--- config.mk ---
export PLATFORM = sky130hd
export DESIGN_NAME = piso_stream
export DESIGN_NICKNAME = d
export VERILOG_FILES = /design/src/rtl/piso_stream.sv
export SDC_FILE = /design/constraint.sdc
export NUM_CORES = 1
export LEC_CHECK = 0
export CORE_AREA = 10 10 98 74
export DETAILED_ROUTE_END_ITERATION = 10
export DIE_AREA = 0 0 108 84
export GPL_TIMING_DRIVEN = 0
export PLACE_DENSITY_LB_ADDON = 0.2
export SLEW_MARGIN = 20
export SYNTH_ARGS = -nofsm -noshare
export SYNTH_HDL_FRONTEND = slang
export SYNTH_SLANG_ARGS = --single-unit
--- constraint.sdc ---
create_clock -name clk -period 3.4 [get_ports clk]
set_input_delay 0.68 -clock clk [delete_from_list [all_inputs] [get_ports clk]]
set_output_delay 0.68 -clock clk [all_outputs]
set_load 0.1 [all_outputs]
--- src/rtl/piso_stream.sv ---
// Flow-controlled parallel-in/serial-out serialiser: variable-length words in,
// one bit per cycle out (MSB- or LSB-first per word) with an end-of-word marker.
module piso_stream #(
    parameter  int WIDTH = 8,
    localparam int LW    = $clog2(WIDTH + 1)
) (
    input  logic             clk,
    input  logic             rst_n,
    input  logic             flush,
    input  logic             in_valid,
    output logic             in_ready,
    input  logic [WIDTH-1:0] in_data,
    input  logic [LW-1:0]    in_len,
    input  logic             in_msb_first,
    output logic             out_valid,
    input  logic             out_ready,
    output logic             out_bit,
    output logic             out_last,
    output logic             busy
);

    logic             r_hold_vld;
    logic [WIDTH-1:0] r_hold_data;
    logic [LW-1:0]    r_hold_len;
    logic             r_hold_msb;

    logic             r_sh_vld;
    logic [WIDTH-1:0] r_sh_reg;
    logic [LW-1:0]    r_cnt;
    logic             r_sh_msb;

    logic [LW-1:0]    w_len;
    logic             w_in_xfer;
    logic             w_in_keep;
    logic             w_out_fire;
    logic             w_last;
    logic             w_sh_free;
    logic             w_load_hold;
    logic             w_load_in;

    // MSB-first words are left-aligned so the next bit always sits at WIDTH-1.
    function automatic logic [WIDTH-1:0] align_word(
        input logic [WIDTH-1:0] d,
        input logic [LW-1:0]    len,
        input logic             msb
    );
        return msb ? (d << (LW'(WIDTH) - len)) : d;
    endfunction

    assign w_len       = (in_len > LW'(WIDTH)) ? LW'(WIDTH) : in_len;
    assign in_ready    = !r_hold_vld && !flush;
    assign w_in_xfer   = in_valid && in_ready;
    assign w_in_keep   = w_in_xfer && (w_len != '0);
    assign w_out_fire  = r_sh_vld && out_ready;
    assign w_last      = r_sh_vld && (r_cnt == LW'(1));
    assign w_sh_free   = !r_sh_vld || (w_out_fire && w_last);
    assign w_load_hold = w_sh_free && r_hold_vld;
    assign w_load_in   = w_sh_free && !r_hold_vld && w_in_keep;

    always_ff @(posedge clk or negedge rst_n) begin
        if (!rst_n) begin
            r_hold_vld  <= 1'b0;
            r_hold_data <= '0;
            r_hold_len  <= '0;
            r_hold_msb  <= 1'b0;
            r_sh_vld    <= 1'b0;
            r_sh_reg    <= '0;
            r_cnt       <= '0;
            r_sh_msb    <= 1'b0;
        end else if (flush) begin
            r_hold_vld <= 1'b0;
            r_sh_vld   <= 1'b0;
            r_sh_reg   <= '0;
            r_cnt      <= '0;
        end else begin
            // Holding register: drains into the shift stage, or catches a word
            // that could not bypass straight into it.
            if (w_load_hold) begin
                r_hold_vld <= 1'b0;
            end else if (w_in_keep && !w_load_in) begin
                r_hold_vld  <= 1'b1;
                r_hold_data <= in_data;
                r_hold_len  <= w_len;
                r_hold_msb  <= in_msb_first;
            end

            if (w_load_hold) begin
                r_sh_vld <= 1'b1;
                r_sh_reg <= align_word(r_hold_data, r_hold_len, r_hold_msb);
                r_cnt    <= r_hold_len;
                r_sh_msb <= r_hold_msb;
            end else if (w_load_in) begin
                r_sh_vld <= 1'b1;
                r_sh_reg <= align_word(in_data, w_len, in_msb_first);
                r_cnt    <= w_len;
                r_sh_msb <= in_msb_first;
            end else if (w_sh_free) begin
                r_sh_vld <= 1'b0;
                r_sh_reg <= '0;
                r_cnt    <= '0;
            end else if (w_out_fire) begin
                r_sh_reg <= r_sh_msb ? (r_sh_reg << 1) : (r_sh_reg >> 1);
                r_cnt    <= r_cnt - LW'(1);
            end
        end
    end

    assign out_valid = r_sh_vld;
    assign out_bit   = r_sh_msb ? r_sh_reg[WIDTH-1] : r_sh_reg[0];
    assign out_last  = w_last;
    assign busy      = r_hold_vld || r_sh_vld;

endmodule

==> results of run 1 <==
==> per-stage QoR <==
step	setup WS (ns)	utilization	hold slack [ns]	TNS (ns)
3_5_place_dp	-0.396	0.481	0.507	-4.36
2_1_floorplan	0.419	-	0.384	0
4_1_cts	0.00930	0.495	0.438	0
6_report	0.126	0.495	0.421	0
3_3_place_gp	-0.430	0.482	0.499	-5.02
5_1_grt	0.0304	0.495	0.462	0
==> where the power goes <==
part	internal [mW]	switching, mW	leakage, nW
sequential	0.395	0.0782	0.359
combinational	0.286	0.344	0.686
clock	0.158	0.112	0.0357
==> path summary, 6_finish.rpt <==
path | startpoint | to | cells after the start
worst max-delay path | flush | in_ready | 4
worst min-delay path | rst_n | r_cnt[2]$_DFFE_PN0P_ | 1
worst max register to register | r_hold_len[0]$_DFFE_PN0P_ | r_sh_reg[7]$_DFFE_PN0P_ | 8
worst min register to register | r_sh_reg[7]$_DFFE_PN0P_ | r_sh_reg[7]$_DFFE_PN0P_ | 1
max in group asynchronous | rst_n | r_hold_data[5]$_DFFE_PN0P_ | 1
min in group clk | r_sh_reg[7]$_DFFE_PN0P_ | r_sh_reg[7]$_DFFE_PN0P_ | 1
==> logic make-up (layout without fill, tap and decap cells) <==
logic type	Yosys count	in the layout
AND/OR/NAND/NOR	85	85
AO/OA/AOI/OAI	73	73
multiplexers	34	34
buffers and inverters	29	53
flip-flops	28	28
XOR/XNOR	5	5
adder cells (fa/ha/maj)	4	4
==> cells in the mapped netlist (2+ instances only) <==
library cell               number
sky130_fd_sc_hd__a21oi_1       12
sky130_fd_sc_hd__a31oi_1        4
sky130_fd_sc_hd__xor2_1         2
sky130_fd_sc_hd__nand2b_1       5
sky130_fd_sc_hd__a32o_1         3
sky130_fd_sc_hd__nand3_1        3
sky130_fd_sc_hd__a221oi_1       6
sky130_fd_sc_hd__xnor2_1        3
sky130_fd_sc_hd__buf_2          3
sky130_fd_sc_hd__nand2_1       23
sky130_fd_sc_hd__a32oi_1        2
sky130_fd_sc_hd__nand3b_1       3
sky130_fd_sc_hd__nor2b_1       12
sky130_fd_sc_hd__mux2_1         2
sky130_fd_sc_hd__ha_1           4
sky130_fd_sc_hd__clkbuf_1      10
sky130_fd_sc_hd__mux4_2         5
sky130_fd_sc_hd__nor3_1         7
sky130_fd_sc_hd__inv_1         10
sky130_fd_sc_hd__and2_1         2
sky130_fd_sc_hd__nor2_1        15
sky130_fd_sc_hd__a211oi_1       4
sky130_fd_sc_hd__or3b_1         2
sky130_fd_sc_hd__a221o_1        6
sky130_fd_sc_hd__o32ai_1        2
sky130_fd_sc_hd__dfrtp_1       28
sky130_fd_sc_hd__mux2_2        13
sky130_fd_sc_hd__a22o_1         3
sky130_fd_sc_hd__a22oi_1        4
sky130_fd_sc_hd__o21ai_0       13
sky130_fd_sc_hd__mux2i_1       13
sky130_fd_sc_hd__nor3b_1        4
==> repair_timing <==
action / in CTS / in global routing
hold buffers: 0 / 0
gates resized for setup: 3 / 4
setup endpoints to repair: 8 / 8
endpoints found under the hold margin: 0 / 0
==> final cells by class <==
| type | count | area share |
|---|---|---|
| Buffer | 16 | 0.0326 |
| Clock buffer | 3 | 0.0152 |
| Clock inverter | 1 | 0.0110 |
| Inverter | 12 | 0.0175 |
| Multi-Input combinational cell | 201 | 0.557 |
| Sequential cell | 28 | 0.257 |
| Tap cell | 75 | 0.0345 |
| Timing Repair Buffer | 21 | 0.0754 |
==> layer usage <==
layer,vias up,share of wire,wire (um)
met4,0,0.013,88
li1,1029,-,-
met3,10,0.074,505
met1,1041,0.50,3380
met5,-,0,0
met2,103,0.41,2810
==> results.toml, run 1 <==
[run_status]
outcome = "finished, final reports clean"

[synth]
synth_enable_flop_cells = 0
netlist_top_cells_area = "sky130_fd_sc_hd__dfrtp_1 (30%), sky130_fd_sc_hd__mux2_2 (6.3%), sky130_fd_sc_hd__mux2i_1 (5.6%)"
postSynthCellCount = 258
area_share_of_the_leading_cell_type_in_the_synthesized_netlist = 0.299
synth.yosys.seq_area_share = 0.299
ys_types = 62
synth_nets = 280
synth-async-reset-ratio = 1.00
synth-simple-area-share = 0.195
synthDominantAreaCellType = "sky130_fd_sc_hd__dfrtp_1"
synthMuxAreaShare = 0.182
synth_compound_gate_area_share = 0.226
synth_top_family_by_area = "compound AO/OA/AOI/OAI gates"
synth_area_um2 = 2340
synth-xor-area-share = 0.0187
dominant_register_cell_in_the_synthesized_netlist = "sky130_fd_sc_hd__dfrtp_1"
synth_adder_area_share = 0.0214
postSynthRegisterBits = 28
syn-mean-instance-area_um2 = 9.07
synth-warning-count = 0

[sta]
number_of_setup_violations_in_the_final_report = 0
hold_violations = 0
period_minus_slack_ns = 3.27
slew_violations = 0
finClkSkew_ns = 0.00421
timing.final.crit_share = 0.963
unrepaired_setup_endpoints_after_global_routing = "false"
max_clock_freq_mhz = 305
slew_headroom = 0.350
measured_slew_at_the_worst_slew_check_pin_ns = 0.972

[global_route]
gr-usage-all-layers = 0.143
use_met3 = 0.0239
antenna_violations_before_repair = 0
grt_busiest_layer = "met1"
grt_pass1_wl_um = 10600
grt.met2_usage = 0.191
globalRoute.totalOverflow = 0
pin_count_of_the_biggest_net_entering_global_routing = 29
grt.met1_usage = 0.225
vias_in_the_first_global_route = 1940

[drt]
routedWlPerCell_um = 19.0
drc = 0
final_antenna_net_count = 0
first_iter_violations = 210
first_pass_iters = 5
detailroute.via_count = 2183
detailed_route_vias_per_instance = 6.11
finalWirelength_um = 6790

[clocking]
clk_pin_slew_ns = 0.10
cts.sink_count = 28
cts_tree = "built"
max-clock-path-buffers = 2
postCtsSetupBuffers = 0
numCtsBuffers = 3
clock-root-buffer = "sky130_fd_sc_hd__clkbuf_8"
ctsHtreeMaxLevel = 1
clk-insertion-delay-late_ns = 0.28

[die]
initial_utilization = 0.426
dieHeight_um = 84
die-width_um = 108
floorplan.rows = 23
design.core.area_um2 = 5500
die-area_um2 = 9070
boundaryPins = 23

[placement]
postPlaceCellArea_um2 = 2640
placement.io_buffers = 21
placed_insts = 354
detailed_place_hpwl_um = 5270
finalWeightedCongestion = 0.899

[final_layout]
flow.area_growth_from_synthesis_pct = 16.4
post_layout_instance_count_excluding_filler_cells = 357
post_route_cells_drive_above_1_share = 0.135
layout.cells.most_common_list = "sky130_fd_sc_hd__dfrtp_1 (28), sky130_fd_sc_hd__nand2_1 (23), sky130_fd_sc_hd__clkdlybuf4s50_1 (20)"
multiInputGateArea_um2 = 1520
num_antenna_cells = 0
mostFrequentLayoutCell = "sky130_fd_sc_hd__dfrtp_1"
layout.filler_cells = 522
sequential_cell_area_um2 = 701
finalNetCount = 305
layout.cell_area.non_filler_um2 = 2720

[worst_setup_path]
timing.critical_path.cells = "clkdlybuf4s50_1 > clkbuf_1 > nor2_1 > clkdlybuf4s50_1"
required_ns = 2.72
kind_of_cell_adding_the_most_delay_to_the_critical_path = "buffers and inverters"
critical_path.max_fanout = 10
crit_slowest_cell = "sky130_fd_sc_hd__clkdlybuf4s50_1"
setup.worst_path.start_class = "input port"
worst-setup-path-type = "in -> out"
end_kind = "output pin"
cp_common_cell = "sky130_fd_sc_hd__clkdlybuf4s50_1"
worst-endpoint-arrival_ns = 2.59
worst_path_largest_cell_delay_ns = 1.14
reg2reg_slack_ns = 0.68
worstPathBufferInverterCount = 3

[power_and_ir_drop]
worst_voltage_drop_across_the_vdd_grid_v = 0.000303
cellLeakagePower_nw = 1.08
power_density_nw_per_um2 = 504
fin_total_pwr_mw = 1.37

[flow_run]
cap_violations = 0

[min_path]
class_of_the_worst_hold_path = "in -> async"
(Power assumes the default switching activity.)
==> inputs of run 2 (changes only) <==
==> constraint.sdc (replaced) <==
create_clock -name clk -period 4.2 [get_ports clk]
set_input_delay 0.84 -clock clk [delete_from_list [all_inputs] [get_ports clk]]
set_output_delay 0.84 -clock clk [all_outputs]
set_load 0.1 [all_outputs]
==> results.toml, run 2 (synthesis results as in run 1) <==
[run_status]
outcome = "finished, final reports clean"

[final_layout]
flow.area_growth_from_synthesis_pct = 15.1
layout.filler_cells = 518
post_route_cells_drive_above_1_share = 0.120
layout.core_utilization = 0.490
num_antenna_cells = 0
layout.cell_area.non_filler_um2 = 2690
sequential_cell_area_um2 = 701
post_layout_instance_count_excluding_filler_cells = 358
mostFrequentLayoutCell = "sky130_fd_sc_hd__dfrtp_1"
layout.cells.most_common_list = "sky130_fd_sc_hd__dfrtp_1 (28), sky130_fd_sc_hd__nand2_1 (23), sky130_fd_sc_hd__clkdlybuf4s50_1 (20)"
multiInputGateArea_um2 = 1500
finalNetCount = 306

[drt]
drc = 0
first_pass_iters = 4
detailroute.via_count = 2150
routedWlPerCell_um = 18.6
detailed_route_vias_per_instance = 6.01
final_antenna_net_count = 0
first_iter_violations = 216
finalWirelength_um = 6670

[die]
dieHeight_um = 84
initial_utilization = 0.426
floorplan.rows = 23
die-area_um2 = 9070
design.core.area_um2 = 5500
boundaryPins = 23
die-width_um = 108

[placement]
detailed_place_hpwl_um = 5140
placed_insts = 354
placement.io_buffers = 21
finalWeightedCongestion = 0.900
postPlaceCellArea_um2 = 2640

[global_route]
vias_in_the_first_global_route = 2028
pin_count_of_the_biggest_net_entering_global_routing = 29
grt_pass1_wl_um = 10800
gr-usage-all-layers = 0.145
globalRoute.totalOverflow = 0
antenna_violations_before_repair = 0

[sta]
finClkSkew_ns = 0.00727
slew_violations = 0
number_of_setup_violations_in_the_final_report = 0
period_minus_slack_ns = 3.73
totalNegativeSetupSlack_ns = 0
unrepaired_setup_endpoints_after_global_routing = "false"
max_clock_freq_mhz = 268
measured_slew_at_the_worst_slew_check_pin_ns = 0.977
hold_violations = 0
fin_hold_ws_ns = 0.525
slew_headroom = 0.347
timing.final.crit_share = 0.887

[clocking]
clk_pin_slew_ns = 0.11
postCtsSetupBuffers = 0
cts-hold-fix-buffers = 0
cts.sink_count = 28
numCtsBuffers = 3
clock-root-buffer = "sky130_fd_sc_hd__clkbuf_8"
cts_tree = "built"
cts_repair_resize_count = 0
clk-insertion-delay-late_ns = 0.28
max-clock-path-buffers = 2
ctsHtreeMaxLevel = 1

[worst_setup_path]
setup.worst_path.start_class = "input port"
worst-setup-path-type = "in -> reg"
r2r-start = "r_hold_len[0]$_DFFE_PN0P_"
crit_path_start = "in_len[3]"
worst-endpoint-arrival_ns = 3.88
critical_path.max_fanout = 10
required_ns = 4.36
end_kind = "flip-flop"

[power_and_ir_drop]
power_density_nw_per_um2 = 394
worst_voltage_drop_across_the_vdd_grid_v = 0.000213
cellLeakagePower_nw = 1.06

[min_path]
class_of_the_worst_hold_path = "reg -> reg"
hp-start = "r_sh_reg[7]$_DFFE_PN0P_"

[flow_run]
cap_violations = 0
run 2: power by group:
group | total (mW) | internal, mW | switching (mW)
logic | 0.504 | 0.230 | 0.274
registers | 0.381 | 0.319 | 0.0611
clock network | 0.177 | 0.0842 | 0.0925
run 2: path summary, 6_finish.rpt:
path / slack [ns] / end / cells past startpoint
max: 0.47 / r_sh_reg[2]$_DFFE_PN0P_ / 11
min: 0.53 / r_sh_reg[7]$_DFFE_PN0P_ / 1
max reg2reg: 1.47 / r_sh_reg[7]$_DFFE_PN0P_ / 8
min reg2reg: 0.53 / r_sh_reg[7]$_DFFE_PN0P_ / 1
max in group asynchronous: 3.18 / r_hold_data[4]$_DFFE_PN0P_ / 1
min in group asynchronous: 0.58 / r_cnt[1]$_DFFE_PN0P_ / 1
run 2: worst max-delay path: stages:
cell and delay (ns):
sky130_fd_sc_hd__clkdlybuf4s50_1 0.51, sky130_fd_sc_hd__clkbuf_1 0.31, sky130_fd_sc_hd__nand2b_1 0.27, sky130_fd_sc_hd__ha_1 0.19, sky130_fd_sc_hd__buf_4 0.16, sky130_fd_sc_hd__or3b_1 0.41, sky130_fd_sc_hd__and2_1 0.16, sky130_fd_sc_hd__buf_2 0.15
sky130_fd_sc_hd__and4_1 0.17, sky130_fd_sc_hd__a2111oi_0 0.55, sky130_fd_sc_hd__o41ai_1 0.15
run 2: final cells by class:
| class | instances | share of cell area |
|---|---|---|
| Tap cell | 75 | 0.0348 |
| Clock buffer | 4 | 0.0204 |
| Inverter | 12 | 0.0167 |
| Buffer | 17 | 0.0334 |
| Multi-Input combinational cell | 201 | 0.558 |
| Timing Repair Buffer | 21 | 0.0762 |
| Sequential cell | 28 | 0.260 |
run 2: per-stage QoR:
stage | power (mW) | setup WS, ns
finish | 1.06 | 0.475
global route | 1.13 | 0.346
CTS | 1.06 | 0.570
detailed placement | 0.884 | 0.273
global placement | 0.876 | 0.227
floorplan | 0.746 | 0.240
run 2: routing by layer:
| metal | global-route usage | routed length (um) | share of wire |
|---|---|---|---|
| met3 | 0.0394 | 638 | 0.096 |
| met1 | 0.216 | 3110 | 0.47 |
| met5 | 0 | 0 | 0 |
| met4 | 0.0206 | 38 | 0.0057 |
| met2 | 0.205 | 2880 | 0.43 |
==> inputs of run 3 (changes only) <==
--- a/config.mk
+++ b/config.mk
@@ -6,6 +6,7 @@
 export NUM_CORES = 1
 export LEC_CHECK = 0
 export CORE_AREA = 10 10 98 74
+export CTS_BUF_LIST = sky130_fd_sc_hd__clkbuf_2
 export DETAILED_ROUTE_END_ITERATION = 10
 export DIE_AREA = 0 0 108 84
 export GPL_TIMING_DRIVEN = 0
==> results.toml, run 3 (synthesis results as in run 1) <==
[run_status]
outcome = "finished, final reports clean"

[global_route]
use_met3 = 0.0394
grt_busiest_layer = "met1"
grt.met2_usage = 0.205
antenna_violations_before_repair = 0
gr-usage-all-layers = 0.145
grt.met1_usage = 0.215
grt_pass1_wl_um = 10800
vias_in_the_first_global_route = 2026
pin_count_of_the_biggest_net_entering_global_routing = 29
globalRoute.totalOverflow = 0

[clocking]
postCtsSetupBuffers = 0
max-clock-path-buffers = 2
clock-root-buffer = "sky130_fd_sc_hd__clkbuf_2"
ctsHtreeMaxLevel = 1
cts_repair_resize_count = 0
clk-insertion-delay-late_ns = 0.38
clk_pin_slew_ns = 0.29
cts_tree = "built"
cts-hold-fix-buffers = 0
cts.sink_count = 28
numCtsBuffers = 3

[sta]
max_clock_freq_mhz = 278
slew_violations = 0
timing.final.crit_share = 0.857
slew_headroom = 0.346
unrepaired_setup_endpoints_after_global_routing = "false"
hold_violations = 0
totalNegativeSetupSlack_ns = 0
measured_slew_at_the_worst_slew_check_pin_ns = 0.978
number_of_setup_violations_in_the_final_report = 0
finClkSkew_ns = 0.00484
period_minus_slack_ns = 3.60

[final_layout]
finalNetCount = 306
mostFrequentLayoutCell = "sky130_fd_sc_hd__dfrtp_1"
flow.area_growth_from_synthesis_pct = 13.6
layout.cells.most_common_list = "sky130_fd_sc_hd__dfrtp_1 (28), sky130_fd_sc_hd__nand2_1 (23), sky130_fd_sc_hd__clkdlybuf4s50_1 (20)"
layout.filler_cells = 523
post_route_cells_drive_above_1_share = 0.117
num_antenna_cells = 0
post_layout_instance_count_excluding_filler_cells = 358

[worst_setup_path]
required_ns = 4.49
critical_path.max_fanout = 10
worst-endpoint-arrival_ns = 3.89
setup.worst_path.start_class = "input port"
end_kind = "flip-flop"
worst-setup-path-type = "in -> reg"

[drt]
drc = 0
final_antenna_net_count = 0
detailroute.via_count = 2123
detailed_route_vias_per_instance = 5.93
routedWlPerCell_um = 18.5
finalWirelength_um = 6630
first_pass_iters = 4
first_iter_violations = 212

[die]
design.core.area_um2 = 5500
die-width_um = 108
initial_utilization = 0.426
floorplan.rows = 23
boundaryPins = 23
die-area_um2 = 9070
dieHeight_um = 84

[power_and_ir_drop]
cellLeakagePower_nw = 1.05
worst_voltage_drop_across_the_vdd_grid_v = 0.000213
power_density_nw_per_um2 = 374

[placement]
placement.io_buffers = 21
finalWeightedCongestion = 0.900
detailed_place_hpwl_um = 5140
placed_insts = 354

[flow_run]
cap_violations = 0

[min_path]
class_of_the_worst_hold_path = "in -> async"
==> run 3: cell types whose count changed in the layout (fill, tap and decap cells not counted), sizes merged <==
cell    before  now
clkbuf      14   13
clkinv       1    2
==> run 3: per-layer routing <==
| metal | vias up | routed length [um] |
|---|---|---|
| met5 | - | 0 |
| met4 | 0 | 31 |
| met3 | 4 | 542 |
| met2 | 76 | 2840 |
| met1 | 1022 | 3210 |
| li1 | 1021 | - |
==> run 3: per-stage QoR <==
stage,worst slack (ns),power [mW],hold slack (ns),utilization,area (um2)
2_1_floorplan,0.240,0.746,0.463,-,2340
3_3_place_gp,0.227,0.876,0.500,0.481,2640
3_5_place_dp,0.273,0.884,0.502,0.480,2640
4_1_cts,0.596,0.996,0.425,0.483,2660
5_1_grt,0.505,1.06,0.438,0.483,2660
6_report,0.600,0.994,0.432,0.483,2660
==> run 3: final timing paths <==
path | from | end | slack [ns] | cells past startpoint
max in group asynchronous | rst_n | r_hold_len[0]$_DFFE_PN0P_ | 3.34 | 1
max reg2reg | r_hold_len[0]$_DFFE_PN0P_ | r_sh_reg[7]$_DFFE_PN0P_ | 1.44 | 8
min in group clk | r_sh_reg[7]$_DFFE_PN0P_ | r_sh_reg[7]$_DFFE_PN0P_ | 0.56 | 1
min | rst_n | r_cnt[2]$_DFFE_PN0P_ | 0.43 | 1
max | in_len[3] | r_sh_reg[2]$_DFFE_PN0P_ | 0.60 | 11
min reg2reg | r_sh_reg[7]$_DFFE_PN0P_ | r_sh_reg[7]$_DFFE_PN0P_ | 0.56 | 1
==> run 3: area by class of cell <==
class                   count  area (um2)  share of cell area
plain buffers              17        90.1              0.0339
clock inverters             1        3.75             0.00141
multi-input cells         201        1500               0.566
clock buffers               3        15.0             0.00565
flip-flops and latches     28         701               0.264
well taps                  75        93.8              0.0353
repair buffers             21         205              0.0772
inverters                  12        45.0              0.0169
==> run 3: critical path, cell delays in order <==
cell                              delay [ns]
sky130_fd_sc_hd__clkdlybuf4s50_1        0.51
sky130_fd_sc_hd__clkbuf_1               0.31
sky130_fd_sc_hd__nand2b_1               0.27
sky130_fd_sc_hd__ha_1                   0.19
sky130_fd_sc_hd__buf_4                  0.16
sky130_fd_sc_hd__or3b_1                 0.41
sky130_fd_sc_hd__and2_1                 0.16
sky130_fd_sc_hd__buf_2                  0.15
sky130_fd_sc_hd__and4_1                 0.17
sky130_fd_sc_hd__a2111oi_0              0.56
sky130_fd_sc_hd__o41ai_1                0.15
==> run 3: report_power, final <==
part	internal [mW]	switching, mW
sequential	0.319	0.0614
clock	0.0207	0.0893
combinational	0.230	0.273
